==> config.mk <==
export PLATFORM = sky130hd
export DESIGN_NAME = ram_dp_be
export DESIGN_NICKNAME = d
export VERILOG_FILES = /design/src/rtl/ram_dp_be.sv
export SDC_FILE = /design/constraint.sdc
export NUM_CORES = 2
export LEC_CHECK = 0
export CORE_MARGIN = 1.5
export CORE_UTILIZATION = 50
export CTS_CLUSTER_DIAMETER = 40
export DETAILED_ROUTE_END_ITERATION = 12
export PLACE_DENSITY = 0.67
export SETUP_SLACK_MARGIN = 0.15
export SLEW_MARGIN = 0
export SYNTH_ARGS = -nofsm -noshare
export SYNTH_HDL_FRONTEND = slang
export SYNTH_SLANG_ARGS = --single-unit
==> constraint.sdc <==
create_clock -name clk -period 3.35 [get_ports clk]
set_input_delay 0.5025 -clock clk [delete_from_list [all_inputs] [get_ports clk]]
set_output_delay 0.5025 -clock clk [all_outputs]
set_load 0.01 [all_outputs]
==> src/rtl/ram_dp_be.sv <==
// ram_dp_be: simple dual-port RAM (1W/1R, one clock) with byte enables,
// write-first same-address bypass, optional output register and clear sweep.
`default_nettype none

module ram_dp_be #(
  parameter int DATA_WIDTH     = 32,
  parameter int ADDR_WIDTH     = 6,
  parameter int OUT_REG        = 0,
  parameter int CLEAR_ON_RESET = 1
) (
  input  logic                    clk,
  input  logic                    rst_n,
  input  logic                    re,
  input  logic [ADDR_WIDTH-1:0]   raddr,
  input  logic                    we,
  input  logic [ADDR_WIDTH-1:0]   waddr,
  input  logic [DATA_WIDTH/8-1:0] wmask,
  input  logic [DATA_WIDTH-1:0]   din,
  output logic [DATA_WIDTH-1:0]   dout,
  output logic                    rvalid,
  output logic                    busy
);

  localparam int NB    = DATA_WIDTH / 8;
  localparam int DEPTH = 1 << ADDR_WIDTH;
  localparam logic [ADDR_WIDTH-1:0] LAST_ADDR = '1;

  if ((DATA_WIDTH % 8) != 0) begin : g_bad_width
    $error("ram_dp_be: DATA_WIDTH must be a multiple of 8");
  end

  typedef enum logic [0:0] {
    ST_CLEAR = 1'b0,
    ST_READY = 1'b1
  } state_t;

  state_t                  state, state_nxt;
  logic [ADDR_WIDTH-1:0]   clr_cnt, clr_cnt_nxt;

  logic [DATA_WIDTH-1:0]   mem [DEPTH];

  logic                    wr_en;
  logic [ADDR_WIDTH-1:0]   wr_addr;
  logic [NB-1:0]           wr_mask;
  logic [DATA_WIDTH-1:0]   wr_data;
  logic                    rd_acc;
  logic [NB-1:0]           byp_now;

  logic [DATA_WIDTH-1:0]   mem_q;
  logic [DATA_WIDTH-1:0]   din_q;
  logic [NB-1:0]           byp_q;
  logic                    rvalid_s1;
  logic [DATA_WIDTH-1:0]   merged;

  // ---------------- clear-sweep FSM ----------------
  always_ff @(posedge clk) begin
    if (!rst_n) begin
      state   <= (CLEAR_ON_RESET != 0) ? ST_CLEAR : ST_READY;
      clr_cnt <= '0;
    end else begin
      state   <= state_nxt;
      clr_cnt <= clr_cnt_nxt;
    end
  end

  always_comb begin
    state_nxt   = state;
    clr_cnt_nxt = clr_cnt;
    if (state == ST_CLEAR) begin
      clr_cnt_nxt = clr_cnt + 1'b1;
      if (clr_cnt == LAST_ADDR) begin
        state_nxt = ST_READY;
      end
    end
  end

  assign busy = (state == ST_CLEAR);

  // ---------------- write port ----------------
  // The sweep shares the single write port; user writes are locked out meanwhile.
  assign wr_en   = rst_n & (busy | we);
  assign wr_addr = busy ? clr_cnt : waddr;
  assign wr_mask = busy ? {NB{1'b1}} : wmask;
  assign wr_data = busy ? {DATA_WIDTH{1'b0}} : din;

  always_ff @(posedge clk) begin
    if (wr_en) begin
      for (int b = 0; b < NB; b++) begin
        if (wr_mask[b]) begin
          mem[wr_addr][8*b +: 8] <= wr_data[8*b +: 8];
        end
      end
    end
  end

  // ---------------- read port ----------------
  assign rd_acc  = rst_n & ~busy & re;
  assign byp_now = (we && (waddr == raddr)) ? wmask : {NB{1'b0}};

  always_ff @(posedge clk) begin
    if (rd_acc) begin
      mem_q <= mem[raddr];
    end
  end

  // Reset forces every byte onto the bypass path with zero data, so dout reads
  // 0 without needing a reset on the RAM output register.
  always_ff @(posedge clk) begin
    if (!rst_n) begin
      din_q     <= '0;
      byp_q     <= {NB{1'b1}};
      rvalid_s1 <= 1'b0;
    end else begin
      rvalid_s1 <= rd_acc;
      if (rd_acc) begin
        din_q <= din;
        byp_q <= byp_now;
      end
    end
  end

  for (genvar gb = 0; gb < NB; gb++) begin : g_byte
    assign merged[8*gb +: 8] = byp_q[gb] ? din_q[8*gb +: 8] : mem_q[8*gb +: 8];
  end

  // ---------------- optional output register ----------------
  if (OUT_REG != 0) begin : g_out_reg
    logic [DATA_WIDTH-1:0] dout_q;
    logic                  rvalid_q;

    always_ff @(posedge clk) begin
      if (!rst_n) begin
        dout_q   <= '0;
        rvalid_q <= 1'b0;
      end else begin
        rvalid_q <= rvalid_s1;
        if (rvalid_s1) begin
          dout_q <= merged;
        end
      end
    end

    assign dout   = dout_q;
    assign rvalid = rvalid_q;
  end else begin : g_no_out_reg
    assign dout   = merged;
    assign rvalid = rvalid_s1;
  end

endmodule

`default_nettype wire

Word-level counts from Yosys, hierarchy flattened
Memory sizes are Yosys's and may differ from the RTL's. A register that Yosys moved wholly into a read port is not among the register bits. Cells that the tools add are included.

Bits in registers: 44. RAM bits: 2048. Input port bits: 52. Logic and storage cells: 37. Memories kept: 1.

Memory list: mem (depth 64, width 32, rd ports 1, clocked after Yosys merged registers in 1, wr ports 1, line 40) `logic [DATA_WIDTH-1:0] mem [DEPTH];`.

$add $sub $neg: 1. Eq/ne operators: 2. Muxes and demuxes: 22. Bitwise operators: 5. Reductions and logical operators: 1.

Operators with widths (count): $mux 32 (1); $mux 8 (4); $mux 1 (14); $mux 4 (2); $add 6x1->6 const B (1); $eq 6x6->1 (1); $eq 6x6->1 const B (1); $mux 6 (1); $and 1x1->1 (3); $logic_and 1x1->1 (1); $not 1->1 (1); $or 1x1->1 (1).

Logic depth before layout (Yosys ltp)
Word-level depth: 5. Depth in mapped cells: 10. Mapped depth without buffers: 5.

Worst setup path before layout
OpenSTA, ideal clock, no wires.

Path type: reg-to-reg. From: register state. To: memory mem[0][10], data pin. Library setup time: 0.367 ns. Arrival: 2.110 ns. Setup slack: 0.873 ns. Stages on the path, launching flop included: 6. Path buffers: 4. Cells stage by stage: dfxtp_1 > buf_2 > buf_2 > clkbuf_1 > clkbuf_1 > and2_1.

Cells in the longest elaborated chain, start to end: 1.

RTL lines: from (decl) (line 37) `state_t state, state_nxt;`; from (signal assigned) (line 58) `state <= (CLEAR_ON_RESET != 0) ? ST_CLEAR : ST_READY;`; from (signal assigned) (line 61) `state <= state_nxt;`; $mux 32 (line 84) `assign wr_data = busy ? {DATA_WIDTH{1'b0}} : din;`; via wr_data[10] (line 45) `logic [DATA_WIDTH-1:0] wr_data;`; to (decl) (line 40).

The timed path passes the listed nets, and every way through them passes these cells.

Final worst setup path
From: register byp_q[3]. To: output port dout[28].

Cells in the longest elaborated chain, start to end: 1.

RTL lines: from (decl) (line 51) `logic [NB-1:0] byp_q;`; from (signal assigned) (line 111) `byp_q <= {NB{1'b1}};`; from (signal assigned) (line 117) `byp_q <= byp_now;`; $mux 8 (line 123) `assign merged[8*gb +: 8] = byp_q[gb] ? din_q[8*gb +: 8] : mem_q[8*gb +: 8];`; to (decl) (line 19) `output logic [DATA_WIDTH-1:0] dout,`.

Every way passes these cells.

==> results.md <==
- Status: finished, final reports clean
- Post-Syn Instances: 3830
- Placer congestion estimate: 0.895
- Slew HR: 0.158
- Buf/Inv on CP: 1
- DRT Wirelength: 211000 µm
- Area added between synthesis and finish: 17.9%
- Min-Delay Path Depth: 2
- Pwr Total: 57.0 mW
- Final setup fails: 0
- Setup total negative slack: 0 ns
- Pin count of the biggest net entering global routing: 69
- Global-route wire length before repair: 303000 µm
- Synth Area in Compound Gates: 0.0289
- PostCTS Resize Cnt: 0
- IO buf count: 85
- Commonest register cell after synthesis: sky130_fd_sc_hd__edfxtp_1
- Leading cell types in the layout, fill and taps excluded: sky130_fd_sc_hd__edfxtp_1, sky130_fd_sc_hd__mux4_2, sky130_fd_sc_hd__buf_4
- Die Y-Extent: 408 µm
- Cell with the biggest individual delay on the critical path: sky130_fd_sc_hd__dfxtp_1
- Vias: 42500
- Measured slew at the worst slew-check pin: 1.26 ns
- Critical path depth in cells: 2
- Number of standard cells in the final layout excluding fillers: 6815
- Number of antenna violations at the first check in global routing: 11
- Cell area after synthesis: 0.0818 mm²
- Lkg Pwr: 33.1 nW
- Post-CTS Setup Repair Bufs: 0
- Worst VDD drop: 564 µV
- Die span in x: roughly 410 µm
- Number of buffers inserted by hold repair at cts: 0
- Multiplexer fraction of the synthesized cell area: 0.152
- CP top delay family: flip-flops
- Post-synthesis share of cell area spent on and, or, nand and nor gates: 0.0295
- Number of max-slew violations in the final report: 0
- Highest clock rate: about 320 MHz
- Clock tree from TritonCTS: built
- Wire length per cell after detailed routing: 30.9 µm
- Count of distinct cell types in the synthesized netlist: around 50
- Share of layout cells above drive strength 1: 0.322
- Fillcell total: 11600
- Area after DPL: 0.0887 mm²
- Post-synthesis async set-or-reset flop share: 0
- Post-layout utilization of the core: 0.594
- Clk sink count: 2124
- WS Path Type: reg -> out
- Detailed router's first-iteration violation count: 5868
- Net count, final: approximately 4500
- Number of iterations in the first detailed-routing pass: 6
- Hold violation total from the final report: 0
- Longest individual stage delay on the worst path: 0.72 ns
- DRC violations left: 0
- Max-cap violations: 0
- Residual antenna-violating net count after detailed routing: 0
- Number of standard-cell rows in the floorplan: 148
- Main combinational cell family by area after synthesis: multiplexers
- Max Buffers Root-to-Sink: 3
- Endpoint required time on the critical path: roughly 2.9 ns
- Crit path arrival time: approximately 2.6 ns
- Register area: about 0.063 mm²
- Worst-path clk slew: approximately 0.060 ns
- Number of enable-type register cells in the synthesized netlist: between 2000 and 2500
- Starting density of the core: 0.503
- CTS Buf Count: 230
- Yosys warning total: 0
- Via count of the first global-routing pass: 42300
- Startpoint type of the worst setup path: flip-flop
- Sequential fraction of the synthesis area: 0.774
- Total Die Area: 0.166 mm²
- Area of the multi-input gates: 0.0174 mm²
- Total core area: 0.163 mm²
- Crit path max fanout: 9
- Period minus WS final: a little over 3 ns
- Post-synthesis adder-cell area fraction: 0.000153
- Share of the cycle needed by the critical path after routing: 0.928
- Setup crit end kind: output pin
- I/O pins: 86
- Mean area per synthesized cell: around 21 µm²
- H-tree levels: 4
- Cell at the root of the clock tree: sky130_fd_sc_hd__clkbuf_16
- Detailed-route vias per instance: 6.24
- Flip-flop and latch count after synthesis: between 2000 and 2500
- Post-detailed-placement half-perimeter wirelength: 136000 µm
- Setup repair after global routing missed its margin: no
- Placed Instances: 6375
- Setup Slack @ Placement: 0.238 ns
- Worst setup skew after layout: 0.0336 ns
- Final global-route overflow total: 0
- Path category of the worst min-delay check: in -> reg
- Post-route design area: 0.0965 mm²
- Pwr/cell area: 590 mW/mm²
- Cell depth of the worst flop-to-flop path: 6
- Worst-skew pair later-pin latency: 0.85 ns
- Post-layout worst setup margin: 0.242 ns
- Cell-by-cell trace of the critical path: mux2_2 > clkdlybuf4s50_1
- Total routing usage reported by global routing: 0.254
- Worst slack on hold paths: approximately 0.29 ns
- Post-Synthesis Net Count: 3883
- Leading cell type in the layout, fill and taps excluded: sky130_fd_sc_hd__edfxtp_1
- Post-synthesis xor/xnor area fraction: 0.000963
-- kinds of logic (layout without fill, tap and decap cells) --
family / after synthesis / after routing
XOR/XNOR: 9 / 9
adder cells (fa/ha/maj): 1 / 1
buffers and inverters: 228 / 1036
AND/OR/NAND/NOR: 525 / 525
flip-flops: 2124 / 2124
AO/OA/AOI/OAI: 333 / 333
other: 0 / 2
multiplexers: 610 / 610
-- cell type report --
type | count | share of cell area
repair buffers | 593 | 0.0541
clock buffers | 264 | 0.0612
clock inverters | 174 | 0.0197
diodes | 2 | 0.0000519
flip-flops and latches | 2124 | 0.656
inverters | 5 | 0.000194
well taps | 2175 | 0.0282
multi-input cells | 1478 | 0.180
-- path summary, 6_finish.rpt --
| path | slack (ns) | end | start |
|---|---|---|---|
| worst max-delay path | 0.24 | dout[28] | byp_q[3] |
| worst min-delay path | 0.29 | din_q[26] | din[26] |
| worst max register to register | 0.34 | mem[33][7] | state |
| worst min register to register | 0.47 | din_q[25] | din_q[25] |
-- metal layers --
layer	track usage	wire [µm]	vias up	part of all wire
li1	-	-	17400	-
met1	0.373	84500	22300	0.40
met2	0.373	94800	2403	0.45
met3	0.0668	24300	392	0.12
met4	0.0822	7010	6	0.033
met5	0	37	-	0.00018
-- sequential cells by signal (all words and copies together), names as in the netlist --
register and count:
byp_q 4, clr_cnt 6, din_q 32, mem 2048
mem_q 32, rvalid 1, state 1
-- report_power, final --
part	switching, mW	total (mW)	internal, mW	leakage [nW]
sequential	0.0218	28.8	28.8	20.9
combinational	1.41	2.42	1.01	8.39
clock	10.7	25.7	15.0	3.77
total	12.2	57.0	44.8	33.1
-- Yosys cell counts, drive strengths merged, types with 38 or more instances --
cell type,instances,area (µm²)
a21oi,40,200
nand2,54,203
mux4,502,11300
mux2i,58,581
mux2,50,563
dfxtp,44,881
and2,38,238
edfxtp,2080,62500
buf,118,771
o22ai,143,895
nor2,275,1030
clkbuf,105,394
No activity file was read; power rests on OpenSTA's default activity.
